==> src/rtl/rv_pkg.sv <==
//------------------------------------------------------------------------------
// rv_pkg : shared RV constants and load-format encoding
// Rev 1.0
//------------------------------------------------------------------------------
`default_nettype none

package rv_pkg;

  localparam int unsigned XLEN_DEFAULT = 32;

  // Load formats, encoded as the funct3 field of the load instruction
  typedef enum logic [2:0] {
    LB  = 3'b000,
    LH  = 3'b001,
    LW  = 3'b010,
    LBU = 3'b100,
    LHU = 3'b101
  } ld_fmt_e;

  localparam logic c_grant_alu = 1'b0;
  localparam logic c_grant_ld  = 1'b1;

endpackage

`default_nettype wire

==> src/rtl/load_extend.sv <==
//------------------------------------------------------------------------------
// load_extend : byte/halfword/word extraction and sign/zero extension of load data
// Rev 1.0
//------------------------------------------------------------------------------
`default_nettype none

module load_extend
  import rv_pkg::*;
#(
  parameter int XLEN = XLEN_DEFAULT
) (
  input  logic [2:0]      i_funct3,
  input  logic [1:0]      i_offset,
  input  logic [XLEN-1:0] i_rdata,
  output logic [XLEN-1:0] o_data,
  output logic            o_err
);

  logic [7:0]  w_byte;
  logic [15:0] w_half;

  assign w_byte = i_rdata[{i_offset, 3'b000} +: 8];
  assign w_half = i_rdata[{i_offset[1], 4'b0000} +: 16];

  always_comb begin
    o_data = '0;
    o_err  = 1'b0;
    case (i_funct3)
      LB:      o_data = {{(XLEN-8){w_byte[7]}}, w_byte};
      LBU:     o_data = {{(XLEN-8){1'b0}}, w_byte};
      LH:      o_data = {{(XLEN-16){w_half[15]}}, w_half};
      LHU:     o_data = {{(XLEN-16){1'b0}}, w_half};
      LW:      o_data = i_rdata;
      // Unsupported encodings write zero and flag the error
      default: o_err  = 1'b1;
    endcase
  end

endmodule

`default_nettype wire

==> src/rtl/regfile_writeback.sv <==
//------------------------------------------------------------------------------
// regfile_writeback : arbitrates ALU/load results onto one register-file write port
// Rev 1.0
//------------------------------------------------------------------------------
`default_nettype none

module regfile_writeback
  import rv_pkg::*;
#(
  parameter int XLEN = XLEN_DEFAULT
) (
  input  logic            clk,
  input  logic            rstn,
  input  logic            i_alu_valid,
  output logic            o_alu_ready,
  input  logic [4:0]      i_alu_rd,
  input  logic [XLEN-1:0] i_alu_data,
  input  logic            i_ld_valid,
  output logic            o_ld_ready,
  input  logic [4:0]      i_ld_rd,
  input  logic [2:0]      i_ld_funct3,
  input  logic [1:0]      i_ld_offset,
  input  logic [XLEN-1:0] i_ld_rdata,
  input  logic            i_issue_valid,
  input  logic [4:0]      i_issue_rd,
  output logic [4:0]      o_rd_waddr,
  output logic            o_rd_wvalid,
  output logic [XLEN-1:0] o_rd_wdata,
  output logic [31:0]     o_pending,
  output logic            o_ld_err
);

  logic            r_last_grant;
  logic            r_wvalid;
  logic [4:0]      r_waddr;
  logic [XLEN-1:0] r_wdata;
  logic            r_ld_err;
  logic [31:0]     r_pending;

  logic            w_ld_sel;
  logic            w_tie;
  logic            w_xfer_alu;
  logic            w_xfer_ld;
  logic            w_xfer;
  logic [4:0]      w_rd;
  logic [XLEN-1:0] w_data;
  logic [XLEN-1:0] w_ld_data;
  logic            w_ld_fmt_err;
  logic [31:0]     w_set;
  logic [31:0]     w_clr;
  logic [31:0]     w_pend_nxt;

  load_extend #(.XLEN(XLEN)) u_load_extend (
    .i_funct3 (i_ld_funct3),
    .i_offset (i_ld_offset),
    .i_rdata  (i_ld_rdata),
    .o_data   (w_ld_data),
    .o_err    (w_ld_fmt_err)
  );

  // Load wins when alone, or on a tie when the ALU was granted last
  assign w_tie       = i_alu_valid & i_ld_valid;
  assign w_ld_sel    = i_ld_valid & (~i_alu_valid | (r_last_grant == c_grant_alu));
  assign o_ld_ready  = rstn & w_ld_sel;
  assign o_alu_ready = rstn & ~w_ld_sel;

  assign w_xfer_alu = i_alu_valid & o_alu_ready;
  assign w_xfer_ld  = i_ld_valid & o_ld_ready;
  assign w_xfer     = w_xfer_alu | w_xfer_ld;
  assign w_rd       = w_xfer_ld ? i_ld_rd : i_alu_rd;
  assign w_data     = w_xfer_ld ? w_ld_data : i_alu_data;

  always_comb begin
    w_set = '0;
    w_clr = '0;
    if (i_issue_valid) w_set[i_issue_rd] = 1'b1;
    if (w_xfer)        w_clr[w_rd]       = 1'b1;
    // Set after clear so a same-edge issue keeps the bit pending
    w_pend_nxt    = (r_pending & ~w_clr) | w_set;
    w_pend_nxt[0] = 1'b0;
  end

  always_ff @(posedge clk or negedge rstn) begin
    if (!rstn) begin
      r_last_grant <= c_grant_alu;
      r_wvalid     <= 1'b0;
      r_waddr      <= '0;
      r_wdata      <= '0;
      r_ld_err     <= 1'b0;
      r_pending    <= '0;
    end else begin
      r_wvalid  <= w_xfer & (w_rd != 5'd0);
      r_ld_err  <= w_xfer_ld & w_ld_fmt_err;
      r_pending <= w_pend_nxt;
      if (w_xfer) begin
        r_waddr <= w_rd;
        r_wdata <= w_data;
      end
      if (w_tie) r_last_grant <= w_ld_sel;
    end
  end

  assign o_rd_wvalid = r_wvalid;
  assign o_rd_waddr  = r_waddr;
  assign o_rd_wdata  = r_wdata;
  assign o_ld_err    = r_ld_err;
  assign o_pending   = r_pending;

endmodule

`default_nettype wire

==> config.mk <==
export PLATFORM = sky130hd
export DESIGN_NAME = regfile_writeback
export DESIGN_NICKNAME = d
export VERILOG_FILES = /design/src/rtl/rv_pkg.sv /design/src/rtl/load_extend.sv /design/src/rtl/regfile_writeback.sv
export SDC_FILE = /design/constraint.sdc
export NUM_CORES = 1
export LEC_CHECK = 0
export CORE_MARGIN = 2
export CORE_UTILIZATION = 40
export DETAILED_ROUTE_END_ITERATION = 10
export PLACE_DENSITY = 0.78
export SLEW_MARGIN = 20
export SYNTH_ARGS = -nofsm -noshare
export SYNTH_HDL_FRONTEND = slang
export SYNTH_SLANG_ARGS = --single-unit
==> constraint.sdc <==
create_clock -name clk -period 4.18 [get_ports clk]
set_clock_uncertainty 0.2 [all_clocks]
set_input_delay 1.254 -clock clk [delete_from_list [all_inputs] [get_ports clk]]
set_output_delay 1.254 -clock clk [all_outputs]
set_load 0.01 [all_outputs]
# Yosys cells after proc, flatten, opt, wreduce, memory -nomap -nowiden
# Index checks and enable logic that the tools add are counted.
dict set report word_totals {
  regBits 71
  latchBits 0
  ramBits 0
  rom_bits 0
  inputBits 89
  output_inout_bits 73
  word_cells 47
  mem_count 0
}
dict set report classes {
  add_sub_neg 0
  multipliers 0
  div_mod_pow 0
  magnitude_cmp 4
  n_eq_ne 4
  shifts 2
  n_mux 10
  bitwise 16
  reduce_logical 5
}
# cell n
set op_table {}
lappend op_table {{32-bit one-hot mux with 5 select lines} 1}
lappend op_table {{32-bit 2-to-1 mux} 3}
lappend op_table {{32-bit bitwise AND} 1}
lappend op_table {{32-bit inverter} 1}
lappend op_table {{32-bit bitwise OR} 1}
lappend op_table {{32-bit by 6-bit indexed part select with 16-bit output} 1}
lappend op_table {{32-bit by 6-bit indexed part select with 8-bit output} 1}
lappend op_table {{5-bit by 6-bit less-than comparator with 1-bit output, second input constant} 2}
lappend op_table {{1-bit demux with 5-bit select} 2}
lappend op_table {{5-bit by 1-bit greater-or-equal comparator with 1-bit output, second input constant} 2}
lappend op_table {{1-bit bitwise AND} 8}
lappend op_table {{3-bit equality test, second input constant} 2}
lappend op_table {{5-bit 2-to-1 mux} 1}
lappend op_table {{5-bit nonzero test} 1}
lappend op_table {{5-bit OR reduction} 1}
lappend op_table {{3-bit by 1-bit equality test with 1-bit output, second input constant} 1}
lappend op_table {{3-bit by 2-bit equality test with 1-bit output, second input constant} 1}
lappend op_table {{3-bit zero test} 1}
lappend op_table {{1-bit 2-to-1 mux} 3}
lappend op_table {{1-bit inverter} 3}
lappend op_table {{1-bit logical AND} 2}
lappend op_table {{1-bit bitwise OR} 2}

# Depth between registers and ports, before layout
# Gate-level depths: netlist of the first run.
dict set report depth {
  depth_word 14
  depth_mapped 7
  ltp_nobuf 4
}

# Cells and area by module
# Synthesis of the first run repeated with hierarchy kept, for this count alone.
dict set report hier_totals {
  hier_cells 474
  hier_area_um2 4221.5
}
# mod instances cells_each area_per_inst_um2 seq_area_each_um2
set modules_own_cells {}
lappend modules_own_cells {regfile_writeback 1 354 3415.8 1776.7}
lappend modules_own_cells {load_extend 1 120 805.8 0.0}

# Least setup slack after synthesis of the first run
# OpenSTA, ideal clock, no wires.
dict set report synth_timing {
  path_kind {input -> output}
  start {input port rstn}
  end {output port o_ld_ready}
  arrival_time_ps 2091
  required_ps 2726
  slack_ps 635
  cell_stages 4
  path_buffers 2
  path_cell_list {buf_2 > clkbuf_1 > nand2_1 > inv_1}
}
dict set report synth_between {
  elab_chain_len 1
}
# element line
set synth_rtl {}
lappend synth_rtl {{start, declared} regfile_writeback.sv:13} ;# input logic rstn,
lappend synth_rtl {{1-bit bitwise AND} regfile_writeback.sv:64} ;# assign o_ld_ready = rstn & w_ld_sel;
lappend synth_rtl {{end, declared} regfile_writeback.sv:19} ;# output logic o_ld_ready,
# No other way between the ends.

# Final worst setup path of the first run
dict set report layout_timing {
  start {input port i_ld_valid}
  end {output port o_ld_ready}
}
dict set report layout_between {
  elab_chain_len 2
}
# element line
set layout_rtl {}
lappend layout_rtl {{start, declared} regfile_writeback.sv:18} ;# input logic i_ld_valid,
lappend layout_rtl {{1-bit bitwise AND} regfile_writeback.sv:63} ;# assign w_ld_sel = i_ld_valid & (~i_alu_valid | (r_last_grant == c_grant_alu));
lappend layout_rtl {{1-bit bitwise AND} regfile_writeback.sv:64}
# No other way between the ends.

==> impl_metrics.py, run 1 <==
metrics = {
    "detailed_routing": {
        "routedWlPerCell_um": 20.5,
        "drt_iter0_markers": 360,
        "post-route-drc-count": 0,
        "ant_nets": 0,
        "drt_pass1_iterations": 8,
        "vias": 4464,
        "avgViaCountPerCell": 6.13,
        "wl_um": 14900,
    },
    "logic_synthesis": {
        "yosysTopAreaCell": "dfrtp_1",
        "yosysUniqueCellTypes": 48,
        "synth_edf_count": 0,
        "synth.area.top_cells": "dfrtp_1, a32oi_1, o21ai_0",
        "ys.flop_type": "dfrtp_1",
        "syn_area_sq_um": 4080,
        "syn_nets": 518,
        "netlist_instances": 429,
        "async_reset_ff_share_pct": 100,
        "yosysTopAreaCellShare_pct": 43.6,
        "synth.avg_cell_area_sq_um": 9.50,
        "ys_seq_elements": 71,
        "ys_seq_area_share_pct": 43.6,
        "yosysWarnings": 0,
    },
    "timing": {
        "setup_violations": 0,
        "min_period_ps": 4050,
        "tns_ps": 0,
        "setup_ws_ps": 134,
        "worst_slew_pin_slew_ps": 757,
        "grt_setup_unrepaired": "no",
        "max-slew-margin-rel_pct": 49.4,
        "min_period_over_period_pct": 96.8,
        "hold_viol_final": 0,
        "maxSlewViolCount": 0,
        "fmax_mhz": 247,
    },
    "layout": {
        "final_cell_mix": "clkdlybuf4s50_1, dfrtp_1, o21ai_0",
        "final_net_count": 679,
        "final_common_cell": "clkdlybuf4s50_1",
        "drive_gt1_share_pct": 9.24,
        "num_antenna_cells": 0,
        "syn_to_final_growth_pct": 48.8,
    },
    "global_routing": {
        "grt_pass1_vias": 4372,
        "antenna_found_initial": 0,
        "grt_pass1_wl_um": 23600,
        "track_usage_pct": 26.9,
        "grt_max_degree": 60,
        "gr-total-overflow": 0,
    },
    "job": {
        "cap_violations": 0,
    },
    "setup_path": {
        "cpMaxStageDelayCell": "clkdlybuf4s50_1",
        "startpoint_type": "primary input",
        "crit_type": "in -> out",
        "path_common_cell": "clkdlybuf4s50_1",
        "arrival_ps": 2590,
        "path_max_fanout": 3,
        "required_ps": 2730,
        "end_kind": "output port",
        "worstPathCellList": "clkdlybuf4s50_1 > a21boi_4 > nand2_1 > inv_1 > clkdlybuf4s50_1",
        "max_stage_delay_ps": 530,
    },
    "cts": {
        "clockBufferDepth": 2,
        "cts.sinks": 71,
        "cts_setup_buffers": 0,
        "insertion_delay_ps": 350,
        "root_buffer": "clkbuf_8",
        "cts_htree_levels": 3,
        "cts_tree": "yes",
        "cts_buffers": 9,
        "path_clk_slew_ps": 90,
    },
    "placement": {
        "detailed_place_hpwl_um": 10900,
        "place_congestion": 0.972,
        "dp_slack_ps": 62.6,
        "io_buffers": 160,
    },
    "floorplanning": {
        "placementRows": 36,
        "die_area_sq_um": 11000,
        "core_area_sq_um": 9820,
        "initial_core_util_pct": 41.5,
        "io_pins": 162,
        "die_w_um": 105,
        "die_h_um": 105,
    },
    "power": {
        "powerDensity_nw_per_um2": 341,
        "finalPower_uw": 2070,
        "p_leak_uw": 0.00260,
        "ir_drop_mv": 0.156,
    },
    "worst_hold_path": {
        "hold_path.class": "reg -> reg",
    },
    "outcome": {
        "status": "complete, no violations",
    },
}
==> path summary, 6_finish.rpt <==
path	start	depth (start not counted)	endpoint	slack [ps]
setup reg to reg	r_last_grant	6	o_rd_wdata[8]	1950
hold / removal	o_rd_waddr[3]	2	o_rd_waddr[3]	290
min in group asynchronous	rstn	2	o_rd_wdata[19]	750
setup / recovery	i_ld_valid	5	o_ld_ready	130
hold reg to reg	o_rd_waddr[3]	2	o_rd_waddr[3]	290
max in group asynchronous	rstn	2	o_rd_wdata[22]	2410
==> sequential cells by signal, summed over array words and instances (netlist names) <==
signal	flops
o_ld_err	1
o_rd_wvalid	1
o_rd_wdata	32
r_last_grant	1
o_pending	31
o_rd_waddr	5
==> where the power goes <==
part / leakage [uW] / internal, uW / switching (uW)
sequential: 0.000770 / 762 / 52.5
combinational: 0.00172 / 328 / 298
clock: 0.000114 / 338 / 286
total: 0.00260 / 1430 / 637
==> critical path, delay by kind of cell <==
family                 cells  cell delay, ps
buffers and inverters      3            1050
AO/OA/AOI/OAI              1             200
AND/OR/NAND/NOR            1              80
==> area by class of cell <==
type | instances | area (sq um)
clock buffers | 9 | 124
clock inverters | 7 | 96.3
fillers | 851 | 3750
inverters | 35 | 131
multi-input cells | 293 | 2020
flip-flops and latches | 71 | 1780
well taps | 133 | 166
repair buffers | 180 | 1750
==> stage by stage <==
| stage | cells | hold slack [ps] | instance area [sq um] | util [%] |
|---|---|---|---|---|
| finish | 728 | 291 | 6060 | 61.8 |
| global route | 728 | 334 | 6060 | 61.8 |
| CTS | 728 | 298 | 6060 | 61.7 |
| detailed placement | 712 | 279 | 5840 | 59.5 |
| global placement | 712 | 269 | 5840 | 59.5 |
| floorplan | 429 | 316 | 4080 | - |
==> cell families (layout without fill, tap and decap cells) <==
group,after synthesis,after routing,synth area share [%]
other,1,1,0.0920
flip-flops,71,71,43.6
XOR/XNOR,1,1,0.215
multiplexers,14,14,3.96
AND/OR/NAND/NOR,75,75,10.6
buffers and inverters,65,231,7.18
AO/OA/AOI/OAI,202,202,34.4
==> routing by layer <==
| layer | global-route usage (%) | vias to the layer above | part of all wire [%] |
|---|---|---|---|
| met5 | 0 | - | 0 |
| met4 | 8.29 | 0 | 1.7 |
| met3 | 5.74 | 31 | 11 |
| met2 | 44.8 | 319 | 48 |
| met1 | 35.0 | 2121 | 39 |
| li1 | - | 1993 | - |
==> what timing repair did <==
item,in CTS,in global routing
hold endpoints to repair,0,0
hold buffers,0,0
endpoints found under the setup margin,0,1
resized for setup,0,1
==> synthesized netlist by cell type, drive strengths merged (2+ instances only) <==
master / n
nor3b: 6
nand2: 11
mux2: 7
a21oi: 40
a21boi: 6
nand4: 4
a221oi: 12
dfrtp: 71
a2111o: 3
clkbuf: 12
or4: 2
o2111ai: 4
buf: 18
inv: 35
a22oi: 11
and2: 2
nor2b: 5
and3: 5
nor4: 2
a32oi: 31
nand3: 3
o21ai: 53
a21o: 14
o22ai: 12
and3b: 5
nor3: 3
a222oi: 12
mux2i: 6
nor2: 20
nand4b: 5
Note: power is estimated with default switching activity, not from simulation.
==> run 2: changes to the inputs <==
CORE_UTILIZATION = 25   (was 40)
PLACE_DENSITY = 0.54   (was 0.78)
==> run 2 against run 1 <==
Non-clock buffer count unchanged. Critical endpoint unchanged. Worst setup slack got worse by 74 ps. Flip-flop and latch count unchanged. Critical path type unchanged.
==> impl_metrics.py, run 2 (same netlist as run 1, synthesis figures left out) <==
metrics = {
    "power": {
        "powerDensity_nw_per_um2": 360,
        "ir_drop_mv": 0.181,
        "p_leak_uw": 0.00263,
    },
    "placement": {
        "place_congestion": 0.823,
        "io_buffers": 160,
        "detailed_place_hpwl_um": 12000,
        "dp_slack_ps": -104,
        "dp_cells": 795,
    },
    "layout": {
        "drive_gt1_share_pct": 9.24,
        "final_net_count": 679,
        "multi_input_area_sq_um": 2020,
        "final_cells": 811,
        "fillers": 1605,
        "num_antenna_cells": 0,
        "syn_to_final_growth_pct": 53.4,
        "utilization_pct": 39.4,
        "largest_reg_flops": 32,
        "seqCellArea_sq_um": 1780,
        "final_cell_mix": "clkdlybuf4s50_1, dfrtp_1, o21ai_0",
        "final_common_cell": "clkdlybuf4s50_1",
    },
    "setup_path": {
        "end_kind": "output port",
        "cpLargestDelayFamily": "buffers and inverters",
        "critPathLaunch": "i_ld_valid",
        "path_max_fanout": 3,
        "rr_worst_depth": 4,
        "crit_cells": 5,
        "worstPathCellList": "clkdlybuf4s50_1 > a21boi_4 > nand2_1 > inv_1 > clkdlybuf4s50_1",
        "r2r_setup_slack_ps": 1990,
        "cpMaxStageDelayCell": "clkdlybuf4s50_1",
        "max_stage_delay_ps": 530,
        "required_ps": 2730,
        "arrival_ps": 2670,
        "r2r-end": "o_pending[16]",
        "startpoint_type": "primary input",
        "rr_startpoint": "r_last_grant",
        "path_common_cell": "clkdlybuf4s50_1",
        "critPathBufInv": 3,
        "crit_type": "in -> out",
        "cp-endpoint": "o_ld_ready",
    },
    "floorplanning": {
        "die_area_sq_um": 17300,
        "core_area_sq_um": 15900,
        "initial_core_util_pct": 25.7,
        "placementRows": 46,
        "die_h_um": 132,
        "die_w_um": 132,
        "io_pins": 162,
    },
    "detailed_routing": {
        "drt_iter0_markers": 319,
        "vias": 4336,
        "drt-met1-wl_um": 7200,
        "drt_pass1_iterations": 5,
        "avgViaCountPerCell": 5.35,
        "routed-wl-met2_um": 7340,
        "ant_nets": 0,
        "wl_um": 16300,
        "routedWlPerCell_um": 20.1,
        "post-route-drc-count": 0,
        "wl_met3_um": 1420,
        "routed.top_layer": "met4",
    },
    "timing": {
        "maxSlewViolCount": 0,
        "min_period_over_period_pct": 98.6,
        "worst_slew_pin_slew_ps": 807,
        "max-slew-margin-rel_pct": 46.0,
        "fmax_mhz": 243,
        "grt_setup_unrepaired": "no",
        "hold_viol_final": 0,
        "setup_ws_ps": 59.9,
        "min_period_ps": 4120,
        "setup_violations": 0,
        "tns_ps": 0,
    },
    "global_routing": {
        "gr-total-overflow": 0,
        "antenna_found_initial": 0,
        "grt_pass1_wl_um": 25300,
        "grt_pass1_vias": 4382,
        "grt_max_degree": 47,
        "track_usage_pct": 18.9,
    },
    "cts": {
        "cts_htree_levels": 3,
        "root_buffer": "clkbuf_16",
        "clockBufferDepth": 2,
        "path_clk_slew_ps": 60,
        "cts_tree": "yes",
        "cts.sinks": 71,
        "insertion_delay_ps": 340,
        "hold_buffers": 0,
        "cts_buffers": 9,
    },
    "outcome": {
        "status": "complete, no violations",
    },
    "worst_hold_path": {
        "hold_path.class": "reg -> reg",
    },
    "job": {
        "cap_violations": 0,
    },
}
[run 2: cell types whose count changed in the layout (fill, tap and decap cells not counted), sizes merged]
cell          delta
clkbuf           +1
dlygate4sd2      +1
clkinv           -1
dlymetal6s2s     -1
bufinv           -1
clkinvlp         +1
[run 2: per-stage QoR]
stage	power, uW	hold slack [ps]	area, sq um
2_1_floorplan	1100	316	4080
3_3_place_gp	1460	270	5950
3_5_place_dp	1460	278	5950
4_1_cts	2280	292	6250
5_1_grt	2360	329	6250
6_report	2250	283	6250
[run 2: worst reg2reg max path, cell delays in order (launching register included)]
cell and delay [ps]:
dfrtp_1 450, a21bo_2 350, or4_4 460, a21oi_2 420, o21ai_0 170
[run 2: report_power, final]
group	switching [uW]	internal, uW	total, uW
registers	51.3	764	815
logic	307	328	635
clock network	321	482	802
total	679	1570	2250
[run 2: metal layers]
metal	vias to the layer above	GRT usage, %
li1	1994	-
met1	2088	25.4
met2	233	29.0
met3	21	4.98
met4	0	7.07
met5	-	0
[run 2: cell type report]
type / instances / area share, %
multi-input cells: 293 / 32.3
flip-flops and latches: 71 / 28.4
repair buffers: 180 / 28.0
well taps: 216 / 4.32
clock buffers: 10 / 3.82
inverters: 35 / 2.10
clock inverters: 6 / 1.10
[run 2: repair_timing]
item | CTS | global route
setup buffers | 0 | 0
gates resized for setup | 1 | 0
endpoints found under the setup margin | 1 | 0
[run 2: worst min path at each step]
| stage | cells past startpoint | to | start | slack (ps) |
|---|---|---|---|---|
| floorplan | 2 | o_rd_waddr[0] | o_rd_waddr[0] | 320 |
| global placement | 2 | o_rd_waddr[0] | o_rd_waddr[0] | 270 |
| detailed placement | 2 | o_rd_waddr[1] | o_rd_waddr[1] | 280 |
| CTS | 2 | o_rd_waddr[1] | o_rd_waddr[1] | 290 |
| global route | 2 | o_rd_waddr[3] | o_rd_waddr[3] | 330 |
| finish | 2 | o_rd_waddr[1] | o_rd_waddr[1] | 280 |
==> edit: new RTL, flow settings as in run 1 <==
Change the package constant `XLEN_DEFAULT` from 32 to 36.
--- a/src/rtl/rv_pkg.sv
+++ b/src/rtl/rv_pkg.sv
@@ -6,7 +6,7 @@
 
 package rv_pkg;
 
-  localparam int unsigned XLEN_DEFAULT = 32;
+  localparam int unsigned XLEN_DEFAULT = 36;
 
   // Load formats, encoded as the funct3 field of the load instruction
   typedef enum logic [2:0] {
Interface: changed (resized i_alu_data, i_ld_rdata and o_rd_wdata); port bits go from 162 to 174. The function was not compared with the original's and may differ.
==> edit against run 1 <==
Design area rose by 6.6%; total power rose by 0.36%; register-to-register slack improved by 170 ps; routed wire length rose by 3.6%; maximum frequency fell by 1.2%; final cell count rose by 9.5%; sequential cell count rose by 4; area after synthesis rose by 8.1%; setup slack got worse by 47 ps; count of clock-buffer cells in the layout rose by 3.
==> edit: results (changes against run 1) <==
outcome: "completed"
gr-usage-met2_pct: 40.06  # -4.7 points
firstDrtPassIters: 6  # -2
ys_seq_area_share_pct: 42.59  # -1.0 points
wirelength_met1_um: 6465  # +12%
largest_reg_flops: 36  # +13%
grt_max_degree: 53  # -12%
via_count: 4737  # +6.1%
dr.max_layer_used: "met4"
rrSetupSlack_ps: 2120  # +170 ps
endpoint: "o_ld_ready"
antennaDiodeCount: 0  # unchanged
numCtsBuffers: 9  # unchanged
dp_hpwl_um: 11430  # +5.2%
finalNetCount: 750  # +10%
antenna_found_initial: 0  # unchanged
hold_depth: 2  # unchanged
yosys-top-cells-count: "75 x dfrtp_1, 58 x nand2_1, 35 x inv_1"
grt_util_met3_pct: 4.782  # -0.96 points
async_flop_share_pct: 100.0  # unchanged
met1_usage_pct: 35.39  # +0.34 points
drive_gt1_share_pct: 8.676  # -0.57 points
ctsRootBufferMaster: "clkbuf_8"
synth_warnings: 0  # unchanged
min-delay-start: "o_rd_waddr[2]$_DFFE_PN0P_"
synth_nets: 581  # +12%
wl_met2_um: 7429  # +2.9%
place_ws_ps: 86.10  # +23.48 ps
path_clk_slew_ps: 70  # -20 ps
clkLatencyLatePin_ps: 340
grt_pass1_wl_um: 23470  # -0.53%
gp_congestion: 0.8381  # -14%
worst_pin_slew_ps: 825.0  # +68.27 ps
synth.distinct_cells: 55  # +15%
synth_area_leaders: "dfrtp_1 43%, nand2_1 4.9%, o211ai_1 4.1%"
worstReg2RegEnd: "o_pending[9]$_DFF_PN0_"
io_buffers: 172  # +7.5%
post-cts-setup-buffers: 0  # unchanged
cts-htree-levels: 3  # unchanged
hold_class: "reg -> reg"
ctsResizeCount: 0  # unchanged
crit_start: "i_ld_valid"
layout_min_cycle_time_ps: 4094  # +47.29 ps
cts_buffer_depth: 2  # unchanged
drt_wl_total_um: 15460  # +3.6%
grt_pass1_vias: 4538  # +3.8%
met3_length_um: 1183  # -31%
reg2regPathDepth: 5  # -1
r2r-start: "r_last_grant$_DFFE_PN0P_"
p_leak_uw: 0.002765  # +6.2%
path_max_fanout: 4  # +1
first_iter_violations: 502  # +39%
grt_usage_pct: 25.57  # -1.3 points
ir_worst_vdd_mv: 0.1593  # +1.9%
-- edit: critical path, cell delays in order --
cell             delay (ps)
clkdlybuf4s50_1         510
a21boi_4                230
nand2_2                  80
inv_1                    50
clkdlybuf4s50_1         520
-- edit: how the worst min path moves through the flow --
stage / endpoint / slack [ps]
after floorplan: o_rd_waddr[0]$_DFFE_PN0P_ / 320
after global placement: o_rd_waddr[1]$_DFFE_PN0P_ / 270
after detailed placement: o_rd_waddr[2]$_DFFE_PN0P_ / 280
after CTS: o_rd_waddr[2]$_DFFE_PN0P_ / 300
after global routing: o_rd_wdata[11]$_DFFE_PN0P_ / 340
final: o_rd_waddr[2]$_DFFE_PN0P_ / 290
-- edit: power breakdown --
part	total, uW	switching (uW)	internal, uW
clock	545	273	272
sequential	863	55.1	808
combinational	665	317	349
-- edit: cell type report --
| type | count | area, um^2 |
|---|---|---|
| Sequential cell | 75 | 1877 |
| Timing Repair Buffer | 190 | 1854 |
| Clock buffer | 12 | 135.1 |
| Tap cell | 140 | 175.2 |
| Clock inverter | 3 | 40.04 |
| Multi-Input combinational cell | 342 | 2252 |
| Inverter | 35 | 131.4 |
| Fill cell | 933 | 4328 |
-- edit: stage by stage --
stage	power (uW)	instance area, um^2	cells	util, %	hold slack [ps]
after detailed placement	1535	6290	782	58.28	283.4
after global placement	1517	6290	782	58.28	265.5
after global routing	2167	6465	797	59.90	337.7
final	2073	6465	797	59.90	294.9
after floorplan	1165	4407	484	-	316.2
after CTS	2074	6465	797	59.90	299.5
-- edit: kinds of logic (layout without fill, tap and decap cells) --
logic type	Yosys count	in the layout	synth area share [%]
compound gates	176	176	28.96
simple gates	146	146	16.95
flops	75	75	42.59
buf+inv	67	240	6.559
mux	18	18	4.657
other cells	1	1	0.08510
xor+xnor	1	1	0.1988
